[src/rtl/capture_fifo_v2_pkg.sv]
// Shared definitions for the logic-analyzer capture path: protocol tags,
// entry layout helpers and default field geometry.
package capture_pkg;

   // Protocol tags carried in the top bits of every captured entry
   localparam logic [1:0] PROTO_UART = 2'b00;
   localparam logic [1:0] PROTO_SPI  = 2'b01;
   localparam logic [1:0] PROTO_I2C  = 2'b10;

   // Entry layout, LSB first: data | timestamp | wrap | proto_id
   function automatic int entry_w(input int id_w, input int ts_w, input int data_w);
      return id_w + 1 + ts_w + data_w;
   endfunction

   function automatic int ts_lsb(input int data_w);
      return data_w;
   endfunction

   function automatic int wrap_bit(input int data_w, input int ts_w);
      return data_w + ts_w;
   endfunction

   function automatic int id_lsb(input int data_w, input int ts_w);
      return data_w + ts_w + 1;
   endfunction

   // Geometry for the default build, handy for decoders and readout software models
   localparam int DEF_DATA_W   = 8;
   localparam int DEF_ID_W     = 2;
   localparam int DEF_TS_W     = 8;
   localparam int DEF_ENTRY_W  = entry_w(DEF_ID_W, DEF_TS_W, DEF_DATA_W);
   localparam int DEF_TS_LSB   = ts_lsb(DEF_DATA_W);
   localparam int DEF_WRAP_BIT = wrap_bit(DEF_DATA_W, DEF_TS_W);
   localparam int DEF_ID_LSB   = id_lsb(DEF_DATA_W, DEF_TS_W);

endpackage

[src/rtl/capture_fifo_v2_if.sv]
// Decoder/readout side of the capture FIFO. The slave modport is the FIFO,
// the master modport is whoever feeds bytes in and drains entries out.
interface capture_fifo_v2_if
   import capture_pkg::*;
#(
   parameter int DATA_W = 8,
   parameter int ID_W   = 2,
   parameter int TS_W   = 8,
   parameter int DEPTH  = 16,
   parameter int DROP_W = 8
) ();

   localparam int ENTRY_W = entry_w(ID_W, TS_W, DATA_W);
   localparam int LVL_W   = $clog2(DEPTH + 1);

   // Write side
   logic [ID_W-1:0]    proto_id;
   logic [DATA_W-1:0]  data_in;
   logic               wr_en;
   // Read side and control
   logic               rd_en;
   logic               flush;
   logic               ovf_clr;
   logic [ENTRY_W-1:0] rd_data;
   logic               rd_valid;
   // Status
   logic               empty;
   logic               full;
   logic               almost_full;
   logic [LVL_W-1:0]   level;
   logic               ovf_pulse;
   logic               overflow;
   logic [DROP_W-1:0]  drop_cnt;

   modport slave (
      input  proto_id, data_in, wr_en, rd_en, flush, ovf_clr,
      output rd_data, rd_valid, empty, full, almost_full, level,
             ovf_pulse, overflow, drop_cnt
   );

   modport master (
      output proto_id, data_in, wr_en, rd_en, flush, ovf_clr,
      input  rd_data, rd_valid, empty, full, almost_full, level,
             ovf_pulse, overflow, drop_cnt
   );

endinterface

[src/rtl/capture_fifo_v2_ts.sv]
// Free-running timestamp counter. roll_o is high during the cycle whose
// clock edge takes the count from all-ones back to zero.
module cap_timestamp #(
   parameter int TS_W = 8
) (
   input  logic            clk,
   input  logic            rst,
   output logic [TS_W-1:0] ts_o,
   output logic            roll_o
);

   logic [TS_W-1:0] ts_q;
   logic [TS_W-1:0] ts_d;

   assign ts_d   = ts_q + TS_W'(1);
   assign roll_o = &ts_q;
   assign ts_o   = ts_q;

   // Count every cycle, wrapping naturally modulo 2^TS_W
   always_ff @(posedge clk or posedge rst) begin
      // NOTE: clocked state uses <= so every register samples pre-edge values.
      if (rst) ts_q <= '0;
      else     ts_q <= ts_d;
   end

endmodule

[src/rtl/capture_fifo_v2.sv]
// Capture buffer: tags each decoded byte with protocol, timestamp and wrap
// marker, queues it, and tracks occupancy and dropped writes.
module capture_fifo_v2
   import capture_pkg::*;
#(
   parameter int DATA_W    = 8,
   parameter int ID_W      = 2,
   parameter int TS_W      = 8,
   parameter int DEPTH     = 16,
   parameter int AF_THRESH = 12,
   parameter int DROP_W    = 8
) (
   input  logic              clk,
   input  logic              rst,
   capture_fifo_v2_if.slave  bus
);

   localparam int ENTRY_W  = entry_w(ID_W, TS_W, DATA_W);
   localparam int TS_LSB   = ts_lsb(DATA_W);
   localparam int WRAP_POS = wrap_bit(DATA_W, TS_W);
   localparam int ID_LSB   = id_lsb(DATA_W, TS_W);
   localparam int PTR_W    = $clog2(DEPTH);
   localparam int LVL_W    = $clog2(DEPTH + 1);

   // Storage and state
   logic [ENTRY_W-1:0] mem [DEPTH];
   logic [PTR_W-1:0]   wr_ptr_q,   wr_ptr_d;
   logic [PTR_W-1:0]   rd_ptr_q,   rd_ptr_d;
   logic [LVL_W-1:0]   count_q,    count_d;
   logic               wrap_q,     wrap_d;
   logic [ENTRY_W-1:0] rd_data_q,  rd_data_d;
   logic               rd_valid_q;
   logic               ovf_pulse_q;
   logic               overflow_q, overflow_d;
   logic [DROP_W-1:0]  drop_cnt_q, drop_cnt_d;

   // Timestamp source
   logic [TS_W-1:0]    ts;
   logic               ts_roll;

   // Handshake decode
   logic               empty;
   logic               full;
   logic               rd_fire;
   logic               wr_fire;
   logic               drop;
   logic [ENTRY_W-1:0] wr_entry;

   cap_timestamp #(.TS_W(TS_W)) u_ts (
      .clk    (clk),
      .rst    (rst),
      .ts_o   (ts),
      .roll_o (ts_roll)
   );

   // Status straight from the occupancy count
   assign empty = (count_q == '0);
   assign full  = (count_q == LVL_W'(DEPTH));

   // A read frees a slot in the same cycle, so a full FIFO still accepts a write alongside it
   assign rd_fire = bus.rd_en && !empty && !bus.flush;
   assign wr_fire = bus.wr_en && !bus.flush && (!full || rd_fire);
   assign drop    = bus.wr_en && !bus.flush && full && !rd_fire;

   // Assemble the entry being written this cycle
   always_comb begin
      // NOTE: every combinational output gets a default first, so no path can leave it unassigned and infer a latch.
      wr_entry                        = '0;
      wr_entry[0 +: DATA_W]           = bus.data_in;
      wr_entry[TS_LSB +: TS_W]        = ts;
      wr_entry[WRAP_POS]              = wrap_q;
      wr_entry[ID_LSB +: ID_W]        = bus.proto_id;
   end

   // Next-state for pointers, count, wrap marker, read data and drop tracking
   always_comb begin
      wr_ptr_d   = wr_ptr_q;
      rd_ptr_d   = rd_ptr_q;
      count_d    = count_q;
      rd_data_d  = rd_data_q;
      overflow_d = overflow_q;
      drop_cnt_d = drop_cnt_q;

      if (bus.flush) begin
         wr_ptr_d = '0;
         rd_ptr_d = '0;
         count_d  = '0;
      end else begin
         if (wr_fire) wr_ptr_d = wr_ptr_q + PTR_W'(1);
         if (rd_fire) rd_ptr_d = rd_ptr_q + PTR_W'(1);
         unique case ({wr_fire, rd_fire})
            2'b10:   count_d = count_q + LVL_W'(1);
            2'b01:   count_d = count_q - LVL_W'(1);
            default: count_d = count_q;
         endcase
      end

      // Memory read happens before this edge's write, so a read at full sees the oldest entry
      if (rd_fire) rd_data_d = mem[rd_ptr_q];

      // A roll in the same cycle as a write keeps the marker for the next entry
      if (ts_roll)      wrap_d = 1'b1;
      else if (wr_fire) wrap_d = 1'b0;
      else              wrap_d = wrap_q;

      // Clear first, then let a coincident drop override it
      if (bus.ovf_clr) begin
         overflow_d = 1'b0;
         drop_cnt_d = '0;
      end
      if (drop) begin
         overflow_d = 1'b1;
         if (bus.ovf_clr)       drop_cnt_d = DROP_W'(1);
         else if (&drop_cnt_q)  drop_cnt_d = drop_cnt_q;
         else                   drop_cnt_d = drop_cnt_q + DROP_W'(1);
      end
   end

   // Entry storage
   always_ff @(posedge clk) begin
      // NOTE: the array is deliberately left out of reset; contents are only read after being written.
      if (wr_fire) mem[wr_ptr_q] <= wr_entry;
   end

   // Queue bookkeeping and wrap marker
   always_ff @(posedge clk or posedge rst) begin
      if (rst) begin
         wr_ptr_q <= '0;
         rd_ptr_q <= '0;
         count_q  <= '0;
         wrap_q   <= 1'b0;
      end else begin
         wr_ptr_q <= wr_ptr_d;
         rd_ptr_q <= rd_ptr_d;
         count_q  <= count_d;
         wrap_q   <= wrap_d;
      end
   end

   // Registered read port with a one-cycle valid strobe
   always_ff @(posedge clk or posedge rst) begin
      if (rst) begin
         rd_data_q  <= '0;
         rd_valid_q <= 1'b0;
      end else begin
         rd_data_q  <= rd_data_d;
         rd_valid_q <= rd_fire;
      end
   end

   // Overflow reporting: strobe, sticky flag and saturating counter
   always_ff @(posedge clk or posedge rst) begin
      if (rst) begin
         ovf_pulse_q <= 1'b0;
         overflow_q  <= 1'b0;
         drop_cnt_q  <= '0;
      end else begin
         ovf_pulse_q <= drop;
         overflow_q  <= overflow_d;
         drop_cnt_q  <= drop_cnt_d;
      end
   end

   assign bus.rd_data     = rd_data_q;
   assign bus.rd_valid    = rd_valid_q;
   assign bus.empty       = empty;
   assign bus.full        = full;
   assign bus.almost_full = (count_q >= LVL_W'(AF_THRESH));
   assign bus.level       = count_q;
   assign bus.ovf_pulse   = ovf_pulse_q;
   assign bus.overflow    = overflow_q;
   assign bus.drop_cnt    = drop_cnt_q;

endmodule

[src/flat_wrapper.sv]
// flat-port wrapper written by rule: the top's interface ports become plain ports
module capture_fifo_v2_flat import capture_pkg::*;
#(
   parameter int DATA_W    = 8,
   parameter int ID_W      = 2,
   parameter int TS_W      = 8,
   parameter int DEPTH     = 16,
   parameter int AF_THRESH = 12,
   parameter int DROP_W    = 8
)
  (clk, rst, bus_proto_id, bus_data_in, bus_wr_en, bus_rd_en, bus_flush, bus_ovf_clr, bus_rd_data, bus_rd_valid, bus_empty, bus_full, bus_almost_full, bus_level, bus_ovf_pulse, bus_overflow, bus_drop_cnt);
  capture_fifo_v2_if #(.DATA_W(DATA_W), .ID_W(ID_W), .TS_W(TS_W), .DEPTH(DEPTH), .DROP_W(DROP_W)) bus_i ();
  input  logic clk;
  input  logic rst;
  input wire logic [$bits(bus_i.proto_id)-1:0] bus_proto_id;
  input wire logic [$bits(bus_i.data_in)-1:0] bus_data_in;
  input wire logic [$bits(bus_i.wr_en)-1:0] bus_wr_en;
  input wire logic [$bits(bus_i.rd_en)-1:0] bus_rd_en;
  input wire logic [$bits(bus_i.flush)-1:0] bus_flush;
  input wire logic [$bits(bus_i.ovf_clr)-1:0] bus_ovf_clr;
  output wire logic [$bits(bus_i.rd_data)-1:0] bus_rd_data;
  output wire logic [$bits(bus_i.rd_valid)-1:0] bus_rd_valid;
  output wire logic [$bits(bus_i.empty)-1:0] bus_empty;
  output wire logic [$bits(bus_i.full)-1:0] bus_full;
  output wire logic [$bits(bus_i.almost_full)-1:0] bus_almost_full;
  output wire logic [$bits(bus_i.level)-1:0] bus_level;
  output wire logic [$bits(bus_i.ovf_pulse)-1:0] bus_ovf_pulse;
  output wire logic [$bits(bus_i.overflow)-1:0] bus_overflow;
  output wire logic [$bits(bus_i.drop_cnt)-1:0] bus_drop_cnt;
  assign bus_i.proto_id = bus_proto_id;
  assign bus_i.data_in = bus_data_in;
  assign bus_i.wr_en = bus_wr_en;
  assign bus_i.rd_en = bus_rd_en;
  assign bus_i.flush = bus_flush;
  assign bus_i.ovf_clr = bus_ovf_clr;
  assign bus_rd_data = bus_i.rd_data;
  assign bus_rd_valid = bus_i.rd_valid;
  assign bus_empty = bus_i.empty;
  assign bus_full = bus_i.full;
  assign bus_almost_full = bus_i.almost_full;
  assign bus_level = bus_i.level;
  assign bus_ovf_pulse = bus_i.ovf_pulse;
  assign bus_overflow = bus_i.overflow;
  assign bus_drop_cnt = bus_i.drop_cnt;
  capture_fifo_v2 #(.DATA_W(DATA_W), .ID_W(ID_W), .TS_W(TS_W), .DEPTH(DEPTH), .AF_THRESH(AF_THRESH), .DROP_W(DROP_W)) u_core (.clk(clk), .rst(rst), .bus(bus_i));
endmodule
[config.mk]
export PLATFORM = sky130hd
export DESIGN_NAME = capture_fifo_v2_flat
export DESIGN_NICKNAME = d
export VERILOG_FILES = /design/src/rtl/capture_fifo_v2_pkg.sv /design/src/rtl/capture_fifo_v2_if.sv /design/src/rtl/capture_fifo_v2_ts.sv /design/src/rtl/capture_fifo_v2.sv /design/src/flat_wrapper.sv
export SDC_FILE = /design/constraint.sdc
export NUM_CORES = 1
export LEC_CHECK = 0
export ABC_AREA = 1
export CELL_PAD_IN_SITES_DETAIL_PLACEMENT = 1
export CELL_PAD_IN_SITES_GLOBAL_PLACEMENT = 1
export CORE_ASPECT_RATIO = 0.6
export CORE_MARGIN = 10
export CORE_UTILIZATION = 45
export DETAILED_ROUTE_END_ITERATION = 10
export PLACE_DENSITY = 0.79
export SYNTH_ARGS = -nofsm -noshare
export SYNTH_HDL_FRONTEND = slang
export SYNTH_SLANG_ARGS = --single-unit
[constraint.sdc]
create_clock -name clk -period 2.3 [get_ports clk]
set_input_delay 0.69 -clock clk [delete_from_list [all_inputs] [get_ports clk]]
set_output_delay 0.69 -clock clk [all_outputs]
set_load 0.01 [all_outputs]
* Word-level counts from Yosys, hierarchy flattened
Memory sizes are Yosys's and may differ from the RTL's. A register that Yosys moved wholly into a read port is not among the register bits.
Cells that the tools add are included.
** Word-level totals
- Register bits after elaboration :: 33
- Memory bits (writable) :: 304
- Bits of input ports :: 16
- Output and inout bits :: 38
- Logic and storage cells :: 57
- Memories kept :: 1
** Cells by class
- Add/subtract/negate cells :: 6
- Order comparisons :: 1
- Equal/unequal tests :: 4
- Mux-type cells :: 16
- Reduce and logical (&&, ||, !) cells :: 20
** Memories
- u_core.mem :: words 16, bits a word 19, rd ports 1, clocked after memory_dff 1, write ports 1, RTL line capture_fifo_v2.sv:26 : logic [ENTRY_W-1:0] mem [DEPTH];
** Operators with widths (number)
- 8-bit 2-to-1 mux :: 4
- 8-bit by 1-bit adder with 8-bit output (second input constant) :: 2
- 4-bit 2-to-1 mux :: 4
- 8-bit AND reduction :: 2
- 5-bit case mux with 2 select lines :: 1
- 4-bit by 1-bit adder with 4-bit output (second input constant) :: 2
- 2-bit nonzero test :: 4
- 1-bit logical AND :: 6
- 1-bit 2-to-1 mux :: 6
- 5-bit by 1-bit adder with 5-bit output (second input constant) :: 1
- 5-bit equality test (second input constant) :: 1
- 5-bit by 4-bit greater-or-equal comparator with 1-bit output (second input constant) :: 1
- 5-bit zero test :: 1
- 5-bit 2-to-1 mux :: 1
- 5-bit by 1-bit subtractor with 5-bit output (second input constant) :: 1
- 1-bit zero test :: 4
- 3-bit nonzero test :: 1
- 2-bit by 1-bit equality test with 1-bit output (second input constant) :: 1
- 2-bit equality test (second input constant) :: 1
- 2-bit inequality test (second input constant) :: 1
- 2-bit AND reduction :: 1
- 1-bit logical OR :: 1

* Logic depth before layout (Yosys ltp)
- Word-level depth :: 9
- Depth in mapped cells :: 12
- Gate-level depth less buffers :: 12

* Cells and area by module
From an unflattened synthesis, not the netlist that was laid out.
** Second synthesis, totals
- Cells, all modules :: 1328
- Area, all modules :: 14776.7 um2
** Modules (own cells, without submodules)
- capture_fifo_v2 :: times used 1, cells each 1286, area an instance 14401.3 um2, seq. area each 10229.8 um2
- cap_timestamp :: times used 1, cells each 42, area an instance 375.4 um2, seq. area each 200.2 um2

* Worst setup path before layout
No wires, ideal clock.
- Path kind :: input -> register
- From :: in bus_flush
- To :: mem u_core.mem[0][0] in the netlist's numbering, enable pin
- Setup time :: 0.395 ns
- Data arrival time :: 2.150 ns
- Required time :: 1.905 ns
- Setup slack :: -0.244 ns
- Stages :: 7
- Buffers on the path :: 0
- Path through :: inv_1 > nand3_4 > nand2_1 > nand2_1 > inv_2 > nand2_1 > nor2_1
** On the way
- Cells in the longest elaborated chain, start to end :: 6
- Elaborated cells on any way between the ends :: 7
- Those cells by class :: mux (2); reduce/logical (5)
** RTL lines
- start, declared :: RTL line flat_wrapper.sv:19 : input wire logic [$bits(bus_i.flush)-1:0] bus_flush;
- 1-bit zero test (*) :: RTL line capture_fifo_v2.sv:61, capture_fifo_v2.sv:62
- 1-bit logical AND :: RTL line capture_fifo_v2.sv:61 : assign rd_fire = bus.rd_en && !empty && !bus.flush;
- 1-bit logical OR :: RTL line capture_fifo_v2.sv:62 : assign wr_fire = bus.wr_en && !bus.flush && (!full || rd_fire);
- 1-bit logical AND (*) :: RTL line capture_fifo_v2.sv:62
- 1-bit 2-to-1 mux (*) :: RTL line capture_fifo_v2.sv:122 : if (wr_fire) mem[wr_ptr_q] <= wr_entry;
- 1-bit 2-to-1 mux (not written as such) (*) :: RTL line capture_fifo_v2.sv:122
- end, declared :: RTL line capture_fifo_v2.sv:26
Mark *: on every way between the ends. The rest lies on a longest branch, timed or not.

* Worst setup path after layout
- From :: reg u_core.count_q[2] (netlist: u_core.bus.level[2])
- To :: out bus_full
** On the way
- Cells in the longest elaborated chain, start to end :: 1
** RTL lines
- start, declared :: RTL line capture_fifo_v2.sv:29 : logic [LVL_W-1:0] count_q, count_d;
- start signal, assigned :: RTL line capture_fifo_v2.sv:135 : count_q <= count_d;
- 5-bit equality test :: RTL line capture_fifo_v2.sv:58 : assign full = (count_q == LVL_W'(DEPTH));
- end, declared :: RTL line flat_wrapper.sv:24 : output wire logic [$bits(bus_i.full)-1:0] bus_full;
No other way between the ends.

==> impl_metrics.toml <==
[pwr]
leakagePower_nw = 6.59
powerDensity_nw_per_um2 = 1020
peakVddDrop_mv = 0.647

[sta]
fin_skew_ns = 0.0362
period_minus_slack_ns = 2.28
fin_ws_ns = 0.0217
final_max_slew_viol_count = 0
rsz0062_at_grt = "true"
hold_viol = 0
slew_headroom_pct = 51.3
worstMarginPinSlew_ns = 0.731
setup_viol = 0
finalCritPeriodShare_pct = 99.1
max_freq_mhz = 439

[synth]
ys_types = 33
yosys.area_share.simple_pct = 17.8
synth_top_area_cell = "edfxtp_1"
yosysSeqAreaShare_pct = 71.1
yosys-top-cells-area = "edfxtp_1 (62%), dfrtp_1 (8.9%), nor2_1 (8.5%)"
ys_warn_count = 0
synth_most_common_cell = "nor2_1"
syn_avg_cell_area_um2 = 11.5
async_flop_share_pct = 14.6
synthAdderAreaFrac_pct = 0.989
yosys.area.top_type_share_pct = 62.2
yosys.area_share.xor_xnor_pct = 0.597
synth_ff_type = "edfxtp_1"
yosys-top-cells-count = "nor2_1 (332), edfxtp_1 (304), o21ai_0 (144)"
synthCells = 1278
ys_ff_latch = 356
synth_area_um2 = 14700
synthMuxAreaShare_pct = 0
synth_top_family_by_area = "simple AND/OR/NAND/NOR gates"
synth-compound-area-share_pct = 6.02
synthesis.nets = 1305
synth_edf_count = 304

[global_route]
grt_pass1_vias = 10966
antenna_found_initial = 0
grt_pass1_wl_um = 66000
grt_max_degree = 73
overflow = 0
grt_usage_pct = 21.0

[drt]
vias = 10402
post_drt_wl_per_cell_um = 23.2
drt_iter0_markers = 972
route.detailed.drc = 0
first_pass_iters = 7
drt-total-wl_um = 42700
avgViaCountPerCell = 5.66
final_antenna_net_count = 0

[cts]
path_clk_slew_ns = 0.07
htreeDepth = 2
clock_path_buffers = 3
cts_root_buf = "clkbuf_16"
clk_latency_ns = 0.55
numClockSinks = 356
numCtsBuffers = 34
cts_tree = "done"

[placed_design]
pre_cts_slack_ns = -0.564
routabilityCongestion = 0.803
hpwl_um = 27500
placed_area_um2 = 16300
numPortBuffers = 53

[critical_path]
end_kind = "output port"
critPathTopFamily = "flip-flops"
worstSetupPathType = "flip-flop to output port"
crit_path_cell_trace = "nor2_4 > nand3_2 > inv_1 > clkdlybuf4s15_1"
worst-path-max-fanout = 4
max_stage_delay_ns = 0.45
slowest_stage = "dfrtp_1"
cp.depth = 4
start_kind = "flip-flop"
worstPathBufferInverterCount = 2
r2r.worst_path.cells = 13
worstPathArrival_ns = 1.59
crit_required_ns = 1.61

[finish]
fin_area_um2 = 17500
drive_gt1_share_pct = 13.3
finalNetCount = 1414
area_growth_pct = 19.3
post-route-util_pct = 54.2
fillers = 3344

[run_status]
status = "finished, final reports clean"

[floorplanning]
die_w_um = 253
io_pins = 54
fp.dieArea_um2 = 40500
die_y_um = 160
initial_utilization_pct = 45.4
num_rows = 51
core_region_area_um2 = 32300

[hold_path]
min_delay_path_depth = 2
hold_class = "flip-flop to flip-flop"

[flow_run]
maxCapViolations = 0
[layout make-up]
type	instances	area (um2)	area share, %
Sequential cell	356	10400	59.6
Multi-Input combinational cell	823	3820	21.8
Timing Repair Buffer	140	1460	8.33
Clock buffer	44	930	5.31
Tap cell	424	531	3.03
Clock inverter	17	201	1.15
Inverter	32	125	0.715
Antenna cell	1	2.50	0.0143
[cell usage in the layout, fill, tap and decap left out, types with 2 or more instances in the layout]
master	n
xor2_1	10
nand2_2	4
nand3_2	4
ha_1	10
dfrtp_2	6
dfrtp_1	45
inv_1	25
clkdlybuf4s50_1	48
nor2_2	17
nand3_1	132
inv_6	2
edfxtp_1	304
clkbuf_16	35
nor2_4	4
clkinv_1	4
buf_4	64
a21oi_1	3
inv_2	4
nand4_1	7
o21ai_0	144
nor3_1	4
clkinvlp_4	5
dlygate4sd2_1	2
nor2_1	314
nand2_1	137
a21oi_2	2
clkinv_2	3
o21ai_1	22
clkbuf_1	7
bufinv_16	4
buf_12	22
inv_4	2
clkbuf_8	2
[per-layer routing]
metal | global-route usage [%] | part of all wire [%] | wire length [um] | vias up
met5 | 0 | 0 | 0 | -
met4 | 6.08 | 2.1 | 893 | 0
met3 | 4.65 | 6.3 | 2700 | 69
met2 | 33.9 | 48 | 20400 | 325
met1 | 28.1 | 44 | 18700 | 5355
li1 | - | - | - | 4653
[stage by stage]
stage | total power, W | setup TNS, ns | hold slack, ns | std cells
after global placement | 0.0118 | -106.61 | 0.462 | 1768
after global routing | 0.0186 | -0.174 | 0.502 | 1836
after detailed placement | 0.0120 | -148.41 | 0.468 | 1768
after CTS | 0.0179 | 0 | 0.486 | 1830
final | 0.0178 | 0 | 0.481 | 1837
after floorplan | 0.0102 | -64.75 | 0.514 | 1278
[worst register-to-register path, cell delays in order, from the launching register on]
cell and delay [ns]:
dfrtp_1 0.45, nor2_4 0.16, nand3_2 0.10, buf_4 0.18, nand3_4 0.07, nor2_2 0.07, ha_1 0.33, a21oi_2 0.19
nand2_1 0.07, nand2_1 0.08, nand2_1 0.08, a21oi_2 0.14, nand3_1 0.08, nand2_1 0.08
[repair_timing]
item / in CTS / in global routing
hold buffers: 0 / 0
endpoints found under the setup margin: 21 / 235
gates resized for setup: 11 / 19
buffers inserted: 1 / 6
hold endpoints to repair: 0 / 0
pin swaps: 1 / 3
[cell families (layout without fill, tap and decap cells)]
family	after synthesis	in the layout
AOI/OAI and AO/OA	173	173
xor gates and xnor gates	10	10
adders and majority gates	11	11
buffers and inverters	99	233
DFF	356	356
other	0	1
and+or+nand+nor	629	629
[worst paths after layout]
kind | start | endpoint | slack (ns)
worst max register to register | u_core.bus.level[2]$_DFFE_PP0P_ | u_core.bus.level[4]$_DFFE_PP0P_ | 0.15
worst max-delay path | u_core.bus.level[2]$_DFFE_PP0P_ | bus_full | 0.02
worst min register to register | u_core.bus.rd_data[6]$_DFFE_PP0P_ | u_core.bus.rd_data[6]$_DFFE_PP0P_ | 0.48
max in group asynchronous | rst | u_core.bus.level[3]$_DFFE_PP0P_ | 1.24
worst min-delay path | u_core.bus.rd_data[6]$_DFFE_PP0P_ | u_core.bus.rd_data[6]$_DFFE_PP0P_ | 0.48
min in group asynchronous | rst | u_core.bus.rd_data[9]$_DFFE_PP0P_ | 0.49
[sequential cells by signal, indices dropped and copies added, names as in the netlist]
register and cells:
u_core.wr_ptr_q 4, u_core.bus.level 5, u_core.bus.rd_data 19, u_core.u_ts.ts_o 8, u_core.bus.rd_valid 1, u_core.bus.overflow 1
u_core.bus.ovf_pulse 1, u_core.rd_ptr_q 4, u_core.wrap_q 1, u_core.mem 304, u_core.bus.drop_cnt 8
[power by group]
group | total, W | internal [W] | leakage, nW | switching (W)
sequential | 0.00746 | 0.00726 | 3.56 | 0.000205
clock | 0.00582 | 0.00333 | 0.537 | 0.00249
combinational | 0.00452 | 0.00157 | 2.49 | 0.00295
total | 0.0178 | 0.0122 | 6.59 | 0.00565
(Power assumes the default switching activity.)
